File: src/rtl/l1_wb_arbiter_if.sv
// Wishbone classic link between one master and one slave port of the L1 trigger bus.
interface l1_wb_arbiter_if #(
  parameter int unsigned ADDR_W = 22,
  parameter int unsigned DATA_W = 32
);
  logic              cyc;
  logic              stb;
  logic              we;
  logic [ADDR_W-1:0] adr;
  logic [DATA_W-1:0] dat_w;  // master to slave
  logic [3:0]        sel;
  logic              ack;
  logic [DATA_W-1:0] dat_r;  // slave to master

  modport master (
    output cyc, stb, we, adr, dat_w, sel,
    input  ack, dat_r
  );

  modport slave (
    input  cyc, stb, we, adr, dat_w, sel,
    output ack, dat_r
  );
endinterface

File: src/rtl/l1_wb_arbiter.sv
// Two-master Wishbone classic arbiter for the L1 trigger submodule bus.
// M0 = host register path, M1 = trigger loop engine. Round-robin with cyc lock and
// a per-transfer ack timeout that terminates a hung slave cycle.
module l1_wb_arbiter #(
  parameter int unsigned        ADDR_W       = 22,
  parameter int unsigned        DATA_W       = 32,
  parameter int unsigned        TIMEOUT      = 255,
  parameter logic [DATA_W-1:0]  TIMEOUT_DATA = {DATA_W{1'b1}}
) (
  input  logic                  wb_clk_i,
  input  logic                  wb_rst_ni,
  l1_wb_arbiter_if.slave        m0_io,
  l1_wb_arbiter_if.slave        m1_io,
  l1_wb_arbiter_if.master       s_io,
  output logic [1:0]            grant_o,
  output logic [15:0]           timeout_cnt_o,
  input  logic                  timeout_clr_i
);

  localparam logic [1:0] StIdle  = 2'd0;
  localparam logic [1:0] StOwnM0 = 2'd1;
  localparam logic [1:0] StOwnM1 = 2'd2;
  localparam logic [1:0] StToAck = 2'd3;

  localparam logic [15:0] TimeoutLim = 16'(TIMEOUT);

  logic [1:0]  state_q, state_d;
  // last_q doubles as the current owner while not idle (0 = M0, 1 = M1)
  logic        last_q, last_d;
  logic [15:0] tmo_q, tmo_d;
  logic [15:0] tcnt_q, tcnt_d;
  logic [15:0] tmo_inc;

  logic req0, req1;
  logic owning, aborting, active;

  logic              own_cyc, own_stb, own_we;
  logic [ADDR_W-1:0] own_adr;
  logic [DATA_W-1:0] own_dat;
  logic [3:0]        own_sel;
  logic              ack_fwd;
  logic [DATA_W-1:0] dat_fwd;

  assign req0     = m0_io.cyc & m0_io.stb;
  assign req1     = m1_io.cyc & m1_io.stb;
  assign owning   = (state_q == StOwnM0) | (state_q == StOwnM1);
  assign aborting = (state_q == StToAck);
  assign active   = owning | aborting;
  assign tmo_inc  = tmo_q + 16'd1;

  // Select the owning master's request signals.
  always_comb begin
    if (last_q) begin
      own_cyc = m1_io.cyc;
      own_stb = m1_io.stb;
      own_we  = m1_io.we;
      own_adr = m1_io.adr;
      own_dat = m1_io.dat_w;
      own_sel = m1_io.sel;
    end else begin
      own_cyc = m0_io.cyc;
      own_stb = m0_io.stb;
      own_we  = m0_io.we;
      own_adr = m0_io.adr;
      own_dat = m0_io.dat_w;
      own_sel = m0_io.sel;
    end
  end

  // Slave side: strobes only while owned; TO_ACK aborts the slave cycle.
  assign s_io.cyc   = owning & own_cyc;
  assign s_io.stb   = owning & own_stb;
  assign s_io.we    = own_we;
  assign s_io.adr   = own_adr;
  assign s_io.dat_w = own_dat;
  assign s_io.sel   = own_sel;

  // Slave ack is ignored in IDLE and TO_ACK; TO_ACK forces a synthetic ack.
  assign ack_fwd     = aborting | (owning & s_io.ack);
  assign dat_fwd     = aborting ? TIMEOUT_DATA : s_io.dat_r;
  assign m0_io.ack   = ack_fwd & ~last_q;
  assign m1_io.ack   = ack_fwd & last_q;
  assign m0_io.dat_r = (active & ~last_q) ? dat_fwd : '0;
  assign m1_io.dat_r = (active & last_q) ? dat_fwd : '0;

  assign grant_o       = active ? {last_q, ~last_q} : 2'b00;
  assign timeout_cnt_o = tcnt_q;

  // Arbitration, lock, per-transfer timeout and timeout event counter.
  always_comb begin
    state_d = state_q;
    last_d  = last_q;
    tmo_d   = tmo_q;
    tcnt_d  = tcnt_q;
    unique case (state_q)
      StIdle: begin
        tmo_d = '0;
        // Tie goes to the master that did not own the bus last.
        if (req0 && (!req1 || last_q)) begin
          state_d = StOwnM0;
          last_d  = 1'b0;
        end else if (req1) begin
          state_d = StOwnM1;
          last_d  = 1'b1;
        end
      end
      StOwnM0, StOwnM1: begin
        if (!own_cyc) begin
          state_d = StIdle;
        end else if (s_io.ack) begin
          tmo_d = '0;
        end else if (own_stb) begin
          tmo_d = tmo_inc;
          if (tmo_inc == TimeoutLim) begin
            state_d = StToAck;
          end
        end
      end
      StToAck: begin
        tmo_d   = '0;
        tcnt_d  = (tcnt_q == 16'hFFFF) ? tcnt_q : tcnt_q + 16'd1;
        state_d = own_cyc ? (last_q ? StOwnM1 : StOwnM0) : StIdle;
      end
      default: state_d = StIdle;
    endcase
    if (timeout_clr_i) begin
      tcnt_d = '0;
    end
  end

  // State registers; M1 recorded as last owner so M0 wins the first tie.
  always_ff @(posedge wb_clk_i or negedge wb_rst_ni) begin
    if (!wb_rst_ni) begin
      state_q <= StIdle;
      last_q  <= 1'b1;
      tmo_q   <= '0;
      tcnt_q  <= '0;
    end else begin
      state_q <= state_d;
      last_q  <= last_d;
      tmo_q   <= tmo_d;
      tcnt_q  <= tcnt_d;
    end
  end

endmodule

File: src/flat_wrapper.sv
// flat-port wrapper written by rule: the top's interface ports become plain ports
module l1_wb_arbiter_flat 
#(
  parameter int unsigned        ADDR_W       = 22,
  parameter int unsigned        DATA_W       = 32,
  parameter int unsigned        TIMEOUT      = 255,
  parameter logic [DATA_W-1:0]  TIMEOUT_DATA = {DATA_W{1'b1}}
)
  (wb_clk_i, wb_rst_ni, grant_o, timeout_cnt_o, timeout_clr_i, m0_io_cyc, m0_io_stb, m0_io_we, m0_io_adr, m0_io_dat_w, m0_io_sel, m0_io_ack, m0_io_dat_r, m1_io_cyc, m1_io_stb, m1_io_we, m1_io_adr, m1_io_dat_w, m1_io_sel, m1_io_ack, m1_io_dat_r, s_io_cyc, s_io_stb, s_io_we, s_io_adr, s_io_dat_w, s_io_sel, s_io_ack, s_io_dat_r);
  l1_wb_arbiter_if #(.ADDR_W(ADDR_W), .DATA_W(DATA_W)) m0_io_i ();
  l1_wb_arbiter_if #(.ADDR_W(ADDR_W), .DATA_W(DATA_W)) m1_io_i ();
  l1_wb_arbiter_if #(.ADDR_W(ADDR_W), .DATA_W(DATA_W)) s_io_i ();
  input  logic wb_clk_i;
  input  logic wb_rst_ni;
  output logic [1:0] grant_o;
  output logic [15:0] timeout_cnt_o;
  input  logic timeout_clr_i;
  input wire logic [$bits(m0_io_i.cyc)-1:0] m0_io_cyc;
  input wire logic [$bits(m0_io_i.stb)-1:0] m0_io_stb;
  input wire logic [$bits(m0_io_i.we)-1:0] m0_io_we;
  input wire logic [$bits(m0_io_i.adr)-1:0] m0_io_adr;
  input wire logic [$bits(m0_io_i.dat_w)-1:0] m0_io_dat_w;
  input wire logic [$bits(m0_io_i.sel)-1:0] m0_io_sel;
  output wire logic [$bits(m0_io_i.ack)-1:0] m0_io_ack;
  output wire logic [$bits(m0_io_i.dat_r)-1:0] m0_io_dat_r;
  input wire logic [$bits(m1_io_i.cyc)-1:0] m1_io_cyc;
  input wire logic [$bits(m1_io_i.stb)-1:0] m1_io_stb;
  input wire logic [$bits(m1_io_i.we)-1:0] m1_io_we;
  input wire logic [$bits(m1_io_i.adr)-1:0] m1_io_adr;
  input wire logic [$bits(m1_io_i.dat_w)-1:0] m1_io_dat_w;
  input wire logic [$bits(m1_io_i.sel)-1:0] m1_io_sel;
  output wire logic [$bits(m1_io_i.ack)-1:0] m1_io_ack;
  output wire logic [$bits(m1_io_i.dat_r)-1:0] m1_io_dat_r;
  output wire logic [$bits(s_io_i.cyc)-1:0] s_io_cyc;
  output wire logic [$bits(s_io_i.stb)-1:0] s_io_stb;
  output wire logic [$bits(s_io_i.we)-1:0] s_io_we;
  output wire logic [$bits(s_io_i.adr)-1:0] s_io_adr;
  output wire logic [$bits(s_io_i.dat_w)-1:0] s_io_dat_w;
  output wire logic [$bits(s_io_i.sel)-1:0] s_io_sel;
  input wire logic [$bits(s_io_i.ack)-1:0] s_io_ack;
  input wire logic [$bits(s_io_i.dat_r)-1:0] s_io_dat_r;
  assign m0_io_i.cyc = m0_io_cyc;
  assign m0_io_i.stb = m0_io_stb;
  assign m0_io_i.we = m0_io_we;
  assign m0_io_i.adr = m0_io_adr;
  assign m0_io_i.dat_w = m0_io_dat_w;
  assign m0_io_i.sel = m0_io_sel;
  assign m0_io_ack = m0_io_i.ack;
  assign m0_io_dat_r = m0_io_i.dat_r;
  assign m1_io_i.cyc = m1_io_cyc;
  assign m1_io_i.stb = m1_io_stb;
  assign m1_io_i.we = m1_io_we;
  assign m1_io_i.adr = m1_io_adr;
  assign m1_io_i.dat_w = m1_io_dat_w;
  assign m1_io_i.sel = m1_io_sel;
  assign m1_io_ack = m1_io_i.ack;
  assign m1_io_dat_r = m1_io_i.dat_r;
  assign s_io_cyc = s_io_i.cyc;
  assign s_io_stb = s_io_i.stb;
  assign s_io_we = s_io_i.we;
  assign s_io_adr = s_io_i.adr;
  assign s_io_dat_w = s_io_i.dat_w;
  assign s_io_sel = s_io_i.sel;
  assign s_io_i.ack = s_io_ack;
  assign s_io_i.dat_r = s_io_dat_r;
  l1_wb_arbiter #(.ADDR_W(ADDR_W), .DATA_W(DATA_W), .TIMEOUT(TIMEOUT), .TIMEOUT_DATA(TIMEOUT_DATA)) u_core (.wb_clk_i(wb_clk_i), .wb_rst_ni(wb_rst_ni), .m0_io(m0_io_i), .m1_io(m1_io_i), .s_io(s_io_i), .grant_o(grant_o), .timeout_cnt_o(timeout_cnt_o), .timeout_clr_i(timeout_clr_i));
endmodule
File: config.mk
export PLATFORM = sky130hd
export DESIGN_NAME = l1_wb_arbiter_flat
export DESIGN_NICKNAME = d
export VERILOG_FILES = /design/src/rtl/l1_wb_arbiter_if.sv /design/src/rtl/l1_wb_arbiter.sv /design/src/flat_wrapper.sv
export SDC_FILE = /design/constraint.sdc
export NUM_CORES = 1
export LEC_CHECK = 0
export CAP_MARGIN = 30
export CORE_AREA = 2 2 118 120
export DETAILED_ROUTE_END_ITERATION = 6
export DIE_AREA = 0 0 120 122
export DONT_BUFFER_PORTS = 1
export GPL_TIMING_DRIVEN = 0
export PLACE_DENSITY = 0.42
export SLEW_MARGIN = 20
export SYNTH_ARGS = -nofsm -noshare
export SYNTH_HDL_FRONTEND = slang
export SYNTH_SLANG_ARGS = --single-unit
File: constraint.sdc
create_clock -name wb_clk_i -period 3.08 [get_ports wb_clk_i]
set_input_delay 0.462 -clock wb_clk_i [delete_from_list [all_inputs] [get_ports wb_clk_i]]
set_output_delay 0.462 -clock wb_clk_i [all_outputs]
set_load 0.05 [all_outputs]
==> results.md <==
- After layout, the worst path uses 99.8% of the clock period.
- After synthesis, the share of flip-flops with an asynchronous set or reset is 100%.
- In this run, CTS created clock tree buffers numbering 5.
- After Yosys synthesis, and, or, nand and nor cells account for 29.4% of the synthesized area.
- Measured against its own limit, the worst slew margin works out to 33.2%.
- The routed layout has 3,257 vias.
- The flow ran to the end, and the final reports show no timing, DRC or antenna violations.
- The clock insertion delay at the later pin of the skew report is 0.29 ns.
- In this run the horizontal extent of the chip is 120 um.
- The data arrival at the endpoint of the critical path is 2.61 ns.
- The worst path needs 3.07 ns of the cycle, external delays included.
- Leaving out fill and tap cells, the most frequent cell in the layout is nor2_1.
- Once routing completed, OpenROAD measured the worst setup slack at 0.00669 ns.
- Measured on the finished design, the core utilization comes to 28.2%.
- STA classifies the critical path startpoint as a flop.
- The fill cell total of the finished layout is 1,482.
- The leakage power summed over all cells is 1.50 nW.
- The worst setup path endpoint is m0_io_dat_r[19].
- Of the total synthesized cell area, the portion taken by XOR and XNOR cells is 4.60%.
- The die area is 0.0146 mm^2.
- The initial standard-cell utilization of the core is 24.0%.
- STA classifies the critical path endpoint as an output pin.
- Setup repair after global routing could not meet its margin everywhere.
- The achievable frequency is 325 MHz.
- The share of total power dissipated in sequential elements is 10.9%.
- The synthesized area divided by synthesized cell count is 7.68 um^2.
- Power spread over the standard cell area amounts to 1330 mW/mm^2.
- The post-synthesis net count is 585.
- The final-report max-slew violation count is 0.
- The library cell used as clock root buffer is clkbuf_16.
- By startpoint and endpoint, the worst setup path is classified as flop to output pin.
- During synthesis, Yosys emitted a total of 0 warnings.
- Summing internal, switching and leakage power gives 5.05 mW.
- The total core area is 0.0135 mm^2.
- The post-synthesis cell type count is 48.
- In this run switching power makes up 69.4% of total power.
- In the layout the commonest cells are 88 x nor2_1, 59 x mux2_2, 36 x nor2_2, 34 x dfrtp_1.
- The worst-case setup slack after placement is 0.253 ns.
- The via count of the first global-routing pass was 2,900.
- The post-synthesis adder-cell area fraction is 1.93%.
- The tightest hold path in the finished design has a slack of 0.0132 ns.
- The number of buffers on the longest clock path is 2.
- After detailed routing, the number of vias per cell comes to 5.24.
- The number of I/O pins is 303.
- From bottom edge to top edge, the die measures 122 um.
- In this run the power spent charging and discharging nets is 3.51 mW.
- The top cell type by total area after synthesis is dfrtp_1.
- Setup violations remaining at the end of the flow were counted as 0.
- The weighted congestion at the end of routability-driven global placement is 0.929.
- The area of the multi-input gates is 0.00230 mm^2.
- For this run, the total global-route usage over all layers was measured as 19.8%.
- The number of buffer cells added on primary ports is 0.
- In this run the number of H-tree levels came out at 2.
- The launch point of the worst reg-to-reg path is u_core.tmo_q[1].
- Per report_power, the clock group accounts for 11.7% of the total.
- The worst-margin pin slew is 0.998 ns.
- The post-synthesis mux area share is 21.8%.
- The share of synthesized area occupied by flip-flops and latches is 27.1%.
- At the worst endpoint, the required time is 2.62 ns.
- Compared with the post-synthesis result, the final layout area differs by 17.7%.
- The first-pass GRT wire length is 20,900 um.
- The number of endpoints with negative hold slack in the final report is 0.
- The part of the total power dissipated in combinational logic is 77.5%.
- The number of cells traversed by the worst register-to-register path is 6.
- The global route total overflow is 0.
- Row generation in the floorplan step produced 43 rows.
- The worst-case clock skew is 0.00789 ns.
- After the first detailed-routing iteration, the DRC count stood at 209.
- Across all register-to-register paths, the minimum setup slack is 0.47 ns.
- The synthesized design contains 35 register bits.
- Synthesis handed over a netlist of 422 instances.
- The final routed wirelength across all metal layers is 15,400 um.
- Once the clock tree was built, the setup fixing pass inserted 0 buffers.
- After synthesis, the largest family of logic cells by area is simple AND/OR/NAND/NOR gates.
- By area the synthesized netlist is led by dfrtp_1 26%, mux2_2 21%, nor2_1 14%, o21ai_0 3.7%, xor2_1 3.0%.
- The count of nets left with antenna violations after detail routing is 0.
- The share of the synthesized area in the top cell type is 26.3%.
- The min-delay analysis places its worst path in the category primary input to async pin.
- The launching instance or port of the critical path is u_core.state_q[0].
- The first TritonRoute pass finished after 4 iterations.
- The highest ir drop seen on vdd is 0.784 mV.
- The routed length per placed instance is 24.8 um.
- At the end of the flow, the number of nets in the layout was 598.
- The CTS tree is done.
- The combined area of all synthesized cells is 0.00324 mm^2.
- In the routed design, unresolved DRC markers number 0.
- Summing the areas of all compound-gate instances in the mapped netlist gives 10.2% of the synthesized area.
- The fraction of layout cells with a size suffix above 1 is 28.2%.
- The internal power is 1.55 mW.
- The number of maximum-capacitance violations is 0.
- The placed wire-length estimate after detailed placement is 12,900 um.
- Counting flops with a built-in enable in the synthesized netlist gives 0.
- The most common flop cell mapped by yosys is dfrtp_1.
- Entering global routing, the biggest net connects 35 pins.
- The number of antenna violations at the first check in global routing came to 11.
- In this run the critical register-to-register path is captured at u_core.state_q[0].
- The total negative setup slack is 0 ns.
- The clock transition time at the flip-flop clock pins of the worst setup and hold paths is 0.06 ns.
- The clock sink count is 35.
- The maximum fanout along the worst path is 10.
- Summing all flip-flop and latch instances after layout gives 877 um^2.
[synth_stat cells, types with 7 or more instances]
library cell and number:
xor2_1 11, nand4_1 9, nand3_1 18, nor2_1 124, o21ai_0 24, mux2_2 59, clkbuf_1 24, inv_1 11
nand2_1 24, nor3_1 7, dfrtp_1 34, a21oi_1 8
[per-stage QoR]
step	std cells	cell area (um^2)
2_1_floorplan	422	3240
3_3_place_gp	602	3460
3_5_place_dp	606	3500
4_1_cts	615	3690
5_1_grt	617	3800
6_report	621	3810
[critical path, cell delays in order, from the launching register on]
cell	delay (ns)
dfrtp_1	0.37
inv_1	0.05
ha_1	0.28
or2_2	0.30
clkbuf_1	0.18
clkbuf_1	0.36
nor2_1	0.79
[routing by layer]
metal / global-route usage, % / wire, um
met5: 0 / 27
met4: 4.34 / 155
met3: 8.57 / 1450
met2: 31.5 / 7500
met1: 24.8 / 6240
[kinds of logic (layout without fill, tap and decap cells)]
family | Yosys count | count (layout)
AOI/OAI and AO/OA | 53 | 53
xor gates and xnor gates | 17 | 17
adders and majority gates | 5 | 5
buffers and inverters | 38 | 52
DFF | 35 | 35
muxes | 63 | 63
other | 0 | 5
and+or+nand+nor | 211 | 211
[timing repair]
| item | CTS | global route |
|---|---|---|
| endpoints found under the setup margin | 0 | 57 |
| hold endpoints to repair | 34 | 1 |
| resized for setup | 0 | 41 |
| hold buffers | 1 | 1 |
[registers in the layout, summed over array words and instances (netlist names)]
name,cells
u_core.state_q,2
u_core.tmo_q,16
u_core.timeout_cnt_o,16
u_core.last_q,1
[power by group through the flow]
| stage | registers (mW) | logic, mW | clock network [mW] |
|---|---|---|---|
| detailed placement | 0.557 | 3.79 | 0 |
| global placement | 0.557 | 3.74 | 0 |
| CTS | 0.549 | 3.81 | 0.606 |
| finish | 0.549 | 3.92 | 0.589 |
| global route | 0.555 | 4.07 | 0.633 |
| floorplan | 0.547 | 3.34 | 0 |
[worst min path at each step]
stage	from	slack, ns	end	depth (start not counted)
finish	wb_rst_ni	0.01	u_core.tmo_q[14]	1
global route	wb_rst_ni	0.02	u_core.state_q[0]	1
CTS	wb_rst_ni	0.007	u_core.last_q	0
detailed placement	wb_rst_ni	0.17	u_core.tmo_q[2]	0
global placement	wb_rst_ni	0.17	u_core.tmo_q[2]	0
floorplan	wb_rst_ni	0.17	u_core.state_q[0]	0
[area by class of cell]
cell class                 instances  area share (%)
multi-input combinational        349            60.3
inverter                          11            1.08
clock inverter                     3            1.15
sequential                        35            23.0
buffer                            27            3.18
clock buffer                       5            3.28
antenna                            5           0.328
timing repair buffer               6            1.77
tap                              180            5.91
Note: power is estimated with default switching activity, not from simulation.
